File: src/rtl/incrementador.sv
// Push-button up-counter: 2-flop synchronizer, 4-state debounce FSM giving one
// increment per accepted press, synchronous load, and wrap or saturate at max.
module incrementador #(
  parameter int N          = 4,
  parameter int DEB_CYCLES = 4,
  parameter int SATURATE   = 0
) (
  input  logic         clk,
  input  logic         rst,
  input  logic         btn_add,
  input  logic         load,
  input  logic [N-1:0] data_in,
  output logic [N-1:0] data_out,
  output logic         ovf,
  output logic         at_max
);

  localparam int            CW       = (DEB_CYCLES > 1) ? $clog2(DEB_CYCLES) : 1;
  localparam logic [CW-1:0] CNT_LAST = CW'(DEB_CYCLES - 1);
  localparam logic [CW-1:0] CNT_ONE  = CW'(1);
  localparam logic [N-1:0]  MAX      = '1;

  typedef enum logic [1:0] {IDLE, PRESS_CHK, HELD, REL_CHK} state_t;

  logic          s1_q, btn_s_q;
  state_t        state_q, state_d;
  logic [CW-1:0] cnt_q, cnt_d;
  logic          inc;
  logic [N-1:0]  val_q, val_d;
  logic          ovf_q, ovf_d;

  // inc is decoded combinationally so the count moves on the same edge the
  // FSM enters HELD, i.e. DEB_CYCLES edges after btn_s first reads high.
  always_comb begin
    state_d = state_q;
    cnt_d   = cnt_q;
    inc     = 1'b0;
    case (state_q)
      IDLE: begin
        if (btn_s_q) begin
          if (DEB_CYCLES == 1) begin
            state_d = HELD;
            inc     = 1'b1;
            cnt_d   = '0;
          end else begin
            state_d = PRESS_CHK;
            cnt_d   = CNT_ONE;
          end
        end
      end
      PRESS_CHK: begin
        if (!btn_s_q) begin
          state_d = IDLE;
          cnt_d   = '0;
        end else if (cnt_q == CNT_LAST) begin
          state_d = HELD;
          inc     = 1'b1;
          cnt_d   = '0;
        end else begin
          cnt_d = cnt_q + CNT_ONE;
        end
      end
      HELD: begin
        if (!btn_s_q) begin
          if (DEB_CYCLES == 1) begin
            state_d = IDLE;
            cnt_d   = '0;
          end else begin
            state_d = REL_CHK;
            cnt_d   = CNT_ONE;
          end
        end
      end
      REL_CHK: begin
        if (btn_s_q) begin
          state_d = HELD;
          cnt_d   = '0;
        end else if (cnt_q == CNT_LAST) begin
          state_d = IDLE;
          cnt_d   = '0;
        end else begin
          cnt_d = cnt_q + CNT_ONE;
        end
      end
      default: begin
        state_d = IDLE;
        cnt_d   = '0;
      end
    endcase
  end

  // Load beats a coincident increment; the FSM still moves to HELD regardless.
  always_comb begin
    val_d = val_q;
    ovf_d = 1'b0;
    if (load) begin
      val_d = data_in;
    end else if (inc) begin
      if (val_q != MAX) begin
        val_d = val_q + N'(1);
      end else begin
        ovf_d = 1'b1;
        val_d = (SATURATE != 0) ? MAX : '0;
      end
    end
  end

  always_ff @(posedge clk or negedge rst) begin
    if (!rst) begin
      s1_q    <= 1'b0;
      btn_s_q <= 1'b0;
      state_q <= IDLE;
      cnt_q   <= '0;
      val_q   <= '0;
      ovf_q   <= 1'b0;
    end else begin
      s1_q    <= btn_add;
      btn_s_q <= s1_q;
      state_q <= state_d;
      cnt_q   <= cnt_d;
      val_q   <= val_d;
      ovf_q   <= ovf_d;
    end
  end

  assign data_out = val_q;
  assign ovf      = ovf_q;
  assign at_max   = (val_q == MAX);

endmodule

File: config.mk
export PLATFORM = sky130hd
export DESIGN_NAME = incrementador
export DESIGN_NICKNAME = d
export VERILOG_FILES = /design/src/rtl/incrementador.sv
export SDC_FILE = /design/constraint.sdc
export NUM_CORES = 1
export LEC_CHECK = 0
export ABC_AREA = 0
export BUFFER_PORTS_ARGS = -buffer_cell sky130_fd_sc_hd__buf_2
export CAP_MARGIN = 20
export CELL_PAD_IN_SITES_DETAIL_PLACEMENT = 0
export CELL_PAD_IN_SITES_GLOBAL_PLACEMENT = 1
export CORE_MARGIN = 2
export CORE_UTILIZATION = 40
export DETAILED_ROUTE_END_ITERATION = 10
export HOLD_SLACK_MARGIN = 0.08
export PLACE_DENSITY_LB_ADDON = 0.1
export SKIP_CTS_REPAIR_TIMING = 1
export SYNTH_ARGS = -nofsm -noshare
export SYNTH_HDL_FRONTEND = slang
export SYNTH_SLANG_ARGS = --single-unit
File: constraint.sdc
create_clock -name clk -period 4.4 [get_ports clk]
set_clock_uncertainty 0.1 [all_clocks]
set_input_delay 0.88 -clock clk [delete_from_list [all_inputs] [get_ports clk]]
set_output_delay 0.88 -clock clk [all_outputs]
set_load 0.05 [all_outputs]
==> impl_metrics.ini, run 1 <==
[setup_path]
slowest_delay_ns = 0.43
start_kind = register
required_ns = 3.42
crit_chain = ha_1 > and3_2 > buf_2
crit_type = reg -> out
critPathSlowestCell = dfrtp_1
crit_path_max_fanout = 6
arrival_ns = 1.35
critPathCaptureType = output port

[grt]
grt_pass1_wl_um = 1690
gr-total-overflow = 0
antenna_found_initial = 0
track_usage_pct = 16.4
grt-busiest-layer = met2
grt_use_met2_pct = 25.8
grt_pass1_vias = 379
grtUsageMet1_pct = 19.6
use_met3_pct = 7.78
grt_max_degree = 13

[drt]
drtIter0Drc = 10
routedWlPerCell_um = 13.9
dr.pass1.iters = 2
totalWireLength_um = 1070
drc_errors = 0
num_vias = 422
vias_per_cell = 5.48
drtAntennaViolNets = 0

[sta]
period_share_pct = 53.0
slew_viol_final = 0
max_freq_mhz = 429
worst_pin_slew_ns = 0.372
grt_setup_unrepaired = no
setup_viol = 0
final_hold_viol_count = 0
slew_headroom_pct = 75.0
finalCriticalPeriod_ns = 2.33
tns_ns = 0

[power]
irDropWorstVdd_v = 0.000249
p_leak_nw = 0.308
p_per_area_nw_per_um2 = 497

[finish]
num_antenna_cells = 0
drive_above_1_share_pct = 30.6
final_net_count = 73
final_util_pct = 49.8
syn2layout_area_growth_pct = 18.3

[clocking]
clockBufferDepth = 2
clkTransAtPathRegs_ns = 0.07
clk_latency_ns = 0.26
cts_tree = built
clockRootBuffer = clkbuf_4
cts_buffers = 3
cts.htree.levels = 1
cts.sinks = 11

[job]
maxCapViolations = 0

[run_status]
status = finished, final reports clean

[logic_synthesis]
ys_seq_area_share_pct = 51.5
syn_nets = 56
async_flop_share_pct = 100
synth_edf_count = 0
synth_warnings = 0
synthCells = 46
synth.cell_area_um2 = 534
synth-seq-cells = 11
synthFlopType = dfrtp_1
ys_types = 26
syn_area_per_cell_um2 = 11.6

[floorplan]
chipHeight_um = 40.5
initial_core_util_pct = 42.1
rows = 13
chipWidth_um = 40.5
dieArea_um2 = 1640
core-area_um2 = 1270
io-pin-count = 14

[placement]
globalplace.congestion = 0.649
numPortBuffers = 13
dp_hpwl_um = 837

[hold_path]
hold_path.class = reg -> reg
synth_stat cells, types with 2 or more instances:
| cell type | count | share of area, % |
|---|---|---|
| dfrtp_1 | 11 | 52 |
| ha_1 | 2 | 4.7 |
| a21oi_1 | 2 | 1.9 |
| inv_1 | 2 | 1.4 |
| o21a_1 | 2 | 2.8 |
| nor3b_1 | 2 | 2.8 |
| nand2_1 | 6 | 4.2 |
cell usage in the layout (no fill, tap or decap):
master	instances
buf_2	13
dfrtp_1	11
nand2_1	6
clkbuf_4	3
nor3b_1	2
inv_1	2
a21oi_1	2
o21a_1	2
ha_1	2
and3_2	1
nand4b_4	1
and4b_1	1
a31oi_1	1
nor2b_1	1
a221oi_1	1
o31ai_1	1
or4_1	1
nand3b_1	1
nand3_1	1
xnor2_1	1
nor3_1	1
nand2b_1	1
o31a_1	1
o22ai_1	1
mux2i_1	1
o21ai_0	1
mux2_2	1
clkbuf_1	1
layer usage:
metal | wire length [um] | vias up
li1 | - | 201
met1 | 473 | 210
met2 | 531 | 11
met3 | 68 | 0
met4 | 0 | 0
met5 | 0 | -
stage by stage:
| stage | hold slack (ns) | total power, mW | setup WS (ns) | instances | instance area, um^2 |
|---|---|---|---|---|---|
| after global placement | 0.241 | 0.239 | 2.43 | 73 | 606 |
| after global routing | 0.262 | 0.337 | 1.99 | 77 | 632 |
| final | 0.257 | 0.314 | 2.07 | 77 | 632 |
| after CTS | 0.261 | 0.317 | 2.05 | 77 | 632 |
| after floorplan | 0.231 | 0.222 | 2.18 | 46 | 534 |
| after detailed placement | 0.245 | 0.249 | 2.35 | 73 | 606 |
final timing paths:
kind | depth (start not counted) | start | to | slack, ns
max reg2reg | 4 | data_out[0]$_DFFE_PN0P_ | data_out[0]$_DFFE_PN0P_ | 2.79
min | 0 | s1_q$_DFF_PN0_ | btn_s_q$_DFF_PN0_ | 0.26
min in group asynchronous | 1 | rst | cnt_q[1]$_DFFE_PN0P_ | 0.37
max in group asynchronous | 1 | rst | s1_q$_DFF_PN0_ | 3.63
min reg2reg | 0 | s1_q$_DFF_PN0_ | btn_s_q$_DFF_PN0_ | 0.26
max | 3 | data_out[0]$_DFFE_PN0P_ | at_max | 2.07
kinds of logic (layout without fill, tap and decap cells):
logic type,Yosys count,in the layout,synth area share (%)
AO/OA/AOI/OAI,10,10,12.6
XOR/XNOR,1,1,1.64
adder cells (fa/ha/maj),2,2,4.68
buffers and inverters,3,19,3.75
flip-flops,11,11,51.5
multiplexers,2,2,3.98
AND/OR/NAND/NOR,17,17,21.8
flip-flops by register name (all words and copies together), names as in the netlist, named ones only:
signal    cells
btn_s_q       1
cnt_q         2
state_q       1
ovf           1
data_out      4
s1_q          1
cell type report:
| type | count | area (um^2) |
|---|---|---|
| fillers | 124 | 637 |
| repair buffers | 13 | 65.1 |
| multi-input cells | 32 | 239 |
| well taps | 15 | 18.8 |
| flip-flops and latches | 11 | 275 |
| clock buffers | 4 | 26.3 |
| inverters | 2 | 7.51 |
critical path: cells and delay by family, from the launching register on:
kind | cells | cell delay [ns]
buffers and inverters | 1 | 0.26
adders and majority gates | 1 | 0.20
and+or+nand+nor | 1 | 0.20
DFF | 1 | 0.43
report_power, final:
part | internal [mW] | total [mW] | leakage, nW | switching [mW]
sequential | 0.124 | 0.150 | 0.133 | 0.0263
clock | 0.0350 | 0.0682 | 0.0150 | 0.0332
combinational | 0.0413 | 0.0957 | 0.160 | 0.0544
Note: power is estimated with default switching activity, not from simulation.
==> run 2: changes to the inputs <==
--- a/config.mk
+++ b/config.mk
@@ -5,13 +5,13 @@
 export SDC_FILE = /design/constraint.sdc
 export NUM_CORES = 1
 export LEC_CHECK = 0
-export ABC_AREA = 0
+export ABC_AREA = 1
 export BUFFER_PORTS_ARGS = -buffer_cell sky130_fd_sc_hd__buf_2
 export CAP_MARGIN = 20
 export CELL_PAD_IN_SITES_DETAIL_PLACEMENT = 0
 export CELL_PAD_IN_SITES_GLOBAL_PLACEMENT = 1
 export CORE_MARGIN = 2
-export CORE_UTILIZATION = 40
+export CORE_UTILIZATION = 32
 export DETAILED_ROUTE_END_ITERATION = 10
 export HOLD_SLACK_MARGIN = 0.08
 export PLACE_DENSITY_LB_ADDON = 0.1
==> constraint.sdc (replaced) <==
create_clock -name clk -period 2.1 [get_ports clk]
set_clock_uncertainty 0.1 [all_clocks]
set_input_delay 0.42 -clock clk [delete_from_list [all_inputs] [get_ports clk]]
set_output_delay 0.42 -clock clk [all_outputs]
set_load 0.05 [all_outputs]
==> run 2 against run 1 <==
Against the previous run:
- sequential share of layout area is 2.4 points lower
- die area is 25% higher
- register-to-register slack worse by 2.0 ns
- flip-flop and latch count stayed put
- routed wire length is 12% lower
- non-clock buffer count is 1 higher
- combinational power is 130% higher
- hold slack worse by 0.095 ns
- via count is 7.8% higher
- critical path depth is 1 higher
- critical endpoint unchanged
- largest cell class unchanged
==> impl_metrics.ini, run 2 <==
[finish]
final_area_um2 = 668
final_net_count = 95
final_cell_mix = nand2_1 (24), buf_2 (13), dfrtp_1 (11)
mostFrequentLayoutCell = nand2_1
num_antenna_cells = 0
syn2layout_area_growth_pct = 22.2
largest_register_ffs = 4
drive_above_1_share_pct = 28.6
final_cells = 100

[sta]
slew_headroom_pct = 84.1
period_share_pct = 87.6
worst_pin_slew_ns = 0.237
grt_setup_unrepaired = no
slew_viol_final = 0
whs_ns = 0.163
tns_ns = 0
finalCriticalPeriod_ns = 1.84
max_freq_mhz = 544
final_hold_viol_count = 0
setup_viol = 0

[logic_synthesis]
synthCells = 66
ys_types = 17
async_flop_share_pct = 100
synth_edf_count = 0
synth_most_common_cell = nand2_1
synth_top_area_share_pct = 50.3
synth-seq-cells = 11
synth_warnings = 0
synth_top_area_cell = dfrtp_1
ys_seq_area_share_pct = 50.3
syn_area_per_cell_um2 = 8.28
yosys-top-cells-count = nand2_1 (24), dfrtp_1 (11), nand3_1 (6), inv_1 (5), inv_2 (3)
synth.cell_area_um2 = 547
syn_nets = 76
synthFlopType = dfrtp_1
synthTopCellsByArea = dfrtp_1 (50%), nand2_1 (16%), nand3_1 (5.5%), ha_1 (4.6%), inv_1 (3.4%)

[grt]
grt_pass1_vias = 370
gr-total-overflow = 0
track_usage_pct = 10.9
antenna_found_initial = 0
grt_max_degree = 12
grt_pass1_wl_um = 1560

[placement]
globalplace.congestion = 0.700
dp.cells = 95
dp_hpwl_um = 776
numPortBuffers = 13
place_area_um2 = 632

[floorplan]
core-area_um2 = 1560
chipWidth_um = 45.3
dieArea_um2 = 2060
rows = 14
initial_core_util_pct = 35.1
io-pin-count = 14
chipHeight_um = 45.3

[setup_path]
critPathSlowestCell = dfrtp_1
crit_buf_inv = 2
cp_top_family = flip-flops
crit_chain = ha_1 > nand3_1 > inv_1 > buf_2
arrival_ns = 1.32
required_ns = 1.58
critPathCaptureType = output port
crit_path_max_fanout = 6
slowest_delay_ns = 0.41
crit_type = reg -> out
start_kind = register

[drt]
dr.pass1.iters = 4
num_vias = 455
totalWireLength_um = 939
vias_per_cell = 4.55
drtIter0Drc = 5
drc_errors = 0
drtAntennaViolNets = 0
routedWlPerCell_um = 9.39

[hold_path]
hold_path.class = in -> reg

[power]
seq_power_share_pct = 46.9
clkPwrFrac_pct = 20.1
irDropWorstVdd_v = 0.000585
power_switching_mw = 0.254
power_mw = 0.670
combPwrFrac_pct = 33.0
switching_share_pct = 37.9
intPower_mw = 0.416
p_per_area_nw_per_um2 = 1000
p_leak_nw = 0.383

[run_status]
status = finished, final reports clean

[clocking]
cts.sinks = 11
cts.htree.levels = 1
clkTransAtPathRegs_ns = 0.06
clockBufferDepth = 2
clk_latency_ns = 0.26
cts_buffers = 3
clockRootBuffer = clkbuf_4
cts_tree = built

[job]
maxCapViolations = 0
==> run 2: cell count changes after synthesis, moves of 2 or more <==
cell,change
o21a_1,-2
nand2_1,+18
inv_2,+3
inv_1,+3
nor3b_1,-2
nand2_2,+2
nand3_1,+5
a21oi_1,-2
nor2_2,+2
==> run 2: kinds of logic after synthesis <==
kind of cell	after synthesis	share of synthesized area [%]
XOR/XNOR	1	1.60
adder cells (fa/ha/maj)	2	4.58
AND/OR/NAND/NOR	41	35.2
buffers and inverters	8	5.49
AO/OA/AOI/OAI	3	2.75
flip-flops	11	50.3
==> run 2: power by group through the flow <==
stage	registers, mW	clock network, mW	logic, mW
finish	0.314	0.135	0.221
global route	0.325	0.154	0.254
CTS	0.314	0.144	0.226
detailed placement	0.319	0	0.223
global placement	0.317	0	0.225
floorplan	0.359	0	0.124
==> run 2: path summary, 6_finish.rpt <==
kind / cells after the start / slack [ns] / end / from
min in group asynchronous: 2 / 0.45 / btn_s_q$_DFF_PN0_ / rst
setup reg to reg: 6 / 0.79 / data_out[2]$_DFFE_PN0P_ / data_out[0]$_DFFE_PN0P_
max in group asynchronous: 2 / 1.26 / state_q[0]$_DFFE_PN0P_ / rst
hold / removal: 1 / 0.16 / s1_q$_DFF_PN0_ / btn_add
hold reg to reg: 0 / 0.25 / btn_s_q$_DFF_PN0_ / s1_q$_DFF_PN0_
setup / recovery: 4 / 0.26 / at_max / data_out[0]$_DFFE_PN0P_
==> run 2: area by class of cell <==
class | instances | area [um^2]
fill | 168 | 891
sequential | 11 | 275
multi-input combinational | 47 | 241
timing repair buffer | 14 | 75.1
inverter | 8 | 30.0
clock buffer | 4 | 26.3
tap | 16 | 20.0
==> run 2: through the flow <==
stage	setup slack, ns	utilization [%]
after floorplan	0.204	-
after global placement	0.567	40.5
after detailed placement	0.535	40.5
after CTS	0.236	42.2
after global routing	0.137	42.9
final	0.261	42.9
==> run 2: metal layers <==
metal	global-route usage (%)	part of all wire (%)	up-vias	routed length [um]
met3	6.00	6.5	0	61
met4	1.76	0	0	0
met5	0	0	-	0
met2	16.0	42	11	399
met1	14.4	51	194	479
li1	-	-	250	-
==> run 2: worst reg2reg max path, cell delays in order, from the launching register on <==
cell	delay, ns
dfrtp_1	0.43
ha_1	0.24
or2_1	0.23
nand3_1	0.06
nand2_1	0.05
nand2_1	0.06
nand2_1	0.04
==> run 3: changes to the inputs <==
--- a/config.mk
+++ b/config.mk
@@ -10,7 +10,7 @@
 export CAP_MARGIN = 20
 export CELL_PAD_IN_SITES_DETAIL_PLACEMENT = 0
 export CELL_PAD_IN_SITES_GLOBAL_PLACEMENT = 1
-export CORE_MARGIN = 2
+export CORE_MARGIN = 3
 export CORE_UTILIZATION = 32
 export DETAILED_ROUTE_END_ITERATION = 10
 export HOLD_SLACK_MARGIN = 0.08
==> run 3 against run 2 <==
Against the previous run:
- cell count unchanged
- register-to-register slack about the same
- clock power is essentially flat
- final area grew 0.19%
- critical path type unchanged
- largest cell class unchanged
==> impl_metrics.ini, run 3 (synthesis results as in run 2) <==
[finish]
syn2layout_area_growth_pct = 22.4
final_net_count = 95
num_antenna_cells = 0
largest_register_ffs = 4
mostFrequentLayoutCell = nand2_1
final_cell_mix = nand2_1 (24), buf_2 (13), dfrtp_1 (11)
drive_above_1_share_pct = 29.8
final_cells = 100

[sta]
final_hold_viol_count = 0
setup_viol = 0
period_share_pct = 88.0
finalCriticalPeriod_ns = 1.85
slew_headroom_pct = 83.6
worst_pin_slew_ns = 0.244
grt_setup_unrepaired = no
max_freq_mhz = 541
whs_ns = 0.161
tns_ns = 0
slew_viol_final = 0

[setup_path]
rr_startpoint = data_out[0]$_DFFE_PN0P_
start_kind = register
r2r-end = data_out[2]$_DFFE_PN0P_
r2r_setup_slack_ns = 0.78
r2r_cells = 6
arrival_ns = 1.33
cp-endpoint = at_max
required_ns = 1.58
crit_path_max_fanout = 6
crit_type = reg -> out
startpoint = data_out[0]$_DFFE_PN0P_
critPathCaptureType = output port

[grt]
grt_max_degree = 12
grt_pass1_wl_um = 1600
gr-total-overflow = 0
antenna_found_initial = 0
grt_pass1_vias = 375
track_usage_pct = 10.6

[floorplan]
io-pin-count = 14
initial_core_util_pct = 35.1
core-area_um2 = 1560
rows = 14
chipWidth_um = 47.3
dieArea_um2 = 2240
chipHeight_um = 47.3

[drt]
num_vias = 455
vias_per_cell = 4.55
routedWlPerCell_um = 10.1
drtAntennaViolNets = 0
dr.pass1.iters = 3
drtIter0Drc = 7
drc_errors = 0
totalWireLength_um = 1010

[placement]
globalplace.congestion = 0.733
numPortBuffers = 13
dp.cells = 95
dp_hpwl_um = 831

[clocking]
clockBufferDepth = 2
clkTransAtPathRegs_ns = 0.07
clk_latency_ns = 0.26
cts.htree.levels = 1
cts_tree = built
clockRootBuffer = clkbuf_4
cts.sinks = 11
cts_buffers = 3

[power]
p_leak_nw = 0.385
power_mw = 0.676
irDropWorstVdd_v = 0.000639
p_per_area_nw_per_um2 = 1010

[job]
maxCapViolations = 0

[run_status]
status = finished, final reports clean

[hold_path]
hold_path.class = in -> reg
-- run 3: how the worst min path moves through the flow --
stage                 start                          to  slack, ns  depth (start not counted)
CTS                     rst     data_out[2]$_DFFE_PN0P_      -0.09                          1
global placement        rst      state_q[0]$_DFFE_PN0P_       0.20                          1
finish              btn_add              s1_q$_DFF_PN0_       0.16                          1
detailed placement      rst  asynchronous set/reset pin       0.20                          1
floorplan               rst  asynchronous set/reset pin       0.02                          0
global route        btn_add              s1_q$_DFF_PN0_       0.13                          1
-- run 3: worst max-delay path: stages, from the launching register on --
cell	delay, ns
dfrtp_1	0.42
ha_1	0.20
nand3_1	0.12
inv_1	0.07
buf_2	0.25
-- run 3: through the flow --
stage          utilization, %  instance area, um^2  worst slack, ns
2_1_floorplan               -                  547            0.204
3_3_place_gp             40.5                  632            0.567
3_5_place_dp             40.5                  632            0.538
4_1_cts                  42.3                  659            0.233
5_1_grt                  42.9                  669            0.149
6_report                 42.9                  669            0.253
-- run 3: where the power goes --
part	switching [mW]	internal, mW
Clock	0.0671	0.0704
Sequential	0.0517	0.263
Combinational	0.144	0.0800
-- run 3: final cells by class --
| class | count | area [um^2] |
|---|---|---|
| fillers | 168 | 890 |
| flip-flops and latches | 11 | 275 |
| multi-input cells | 47 | 241 |
| repair buffers | 14 | 75.1 |
| inverters | 8 | 30.0 |
| clock buffers | 3 | 22.5 |
| well taps | 16 | 20.0 |
| clock inverters | 1 | 5.00 |
-- run 3: routing by layer --
layer | wire [um] | up-vias | track usage [%] | share of wire [%]
met3 | 58 | 0 | 8.05 | 5.8
met5 | 0 | - | 0 | 0
met4 | 0 | 0 | 1.66 | 0
met1 | 504 | 200 | 13.7 | 50
met2 | 443 | 10 | 14.4 | 44
li1 | - | 245 | - | -
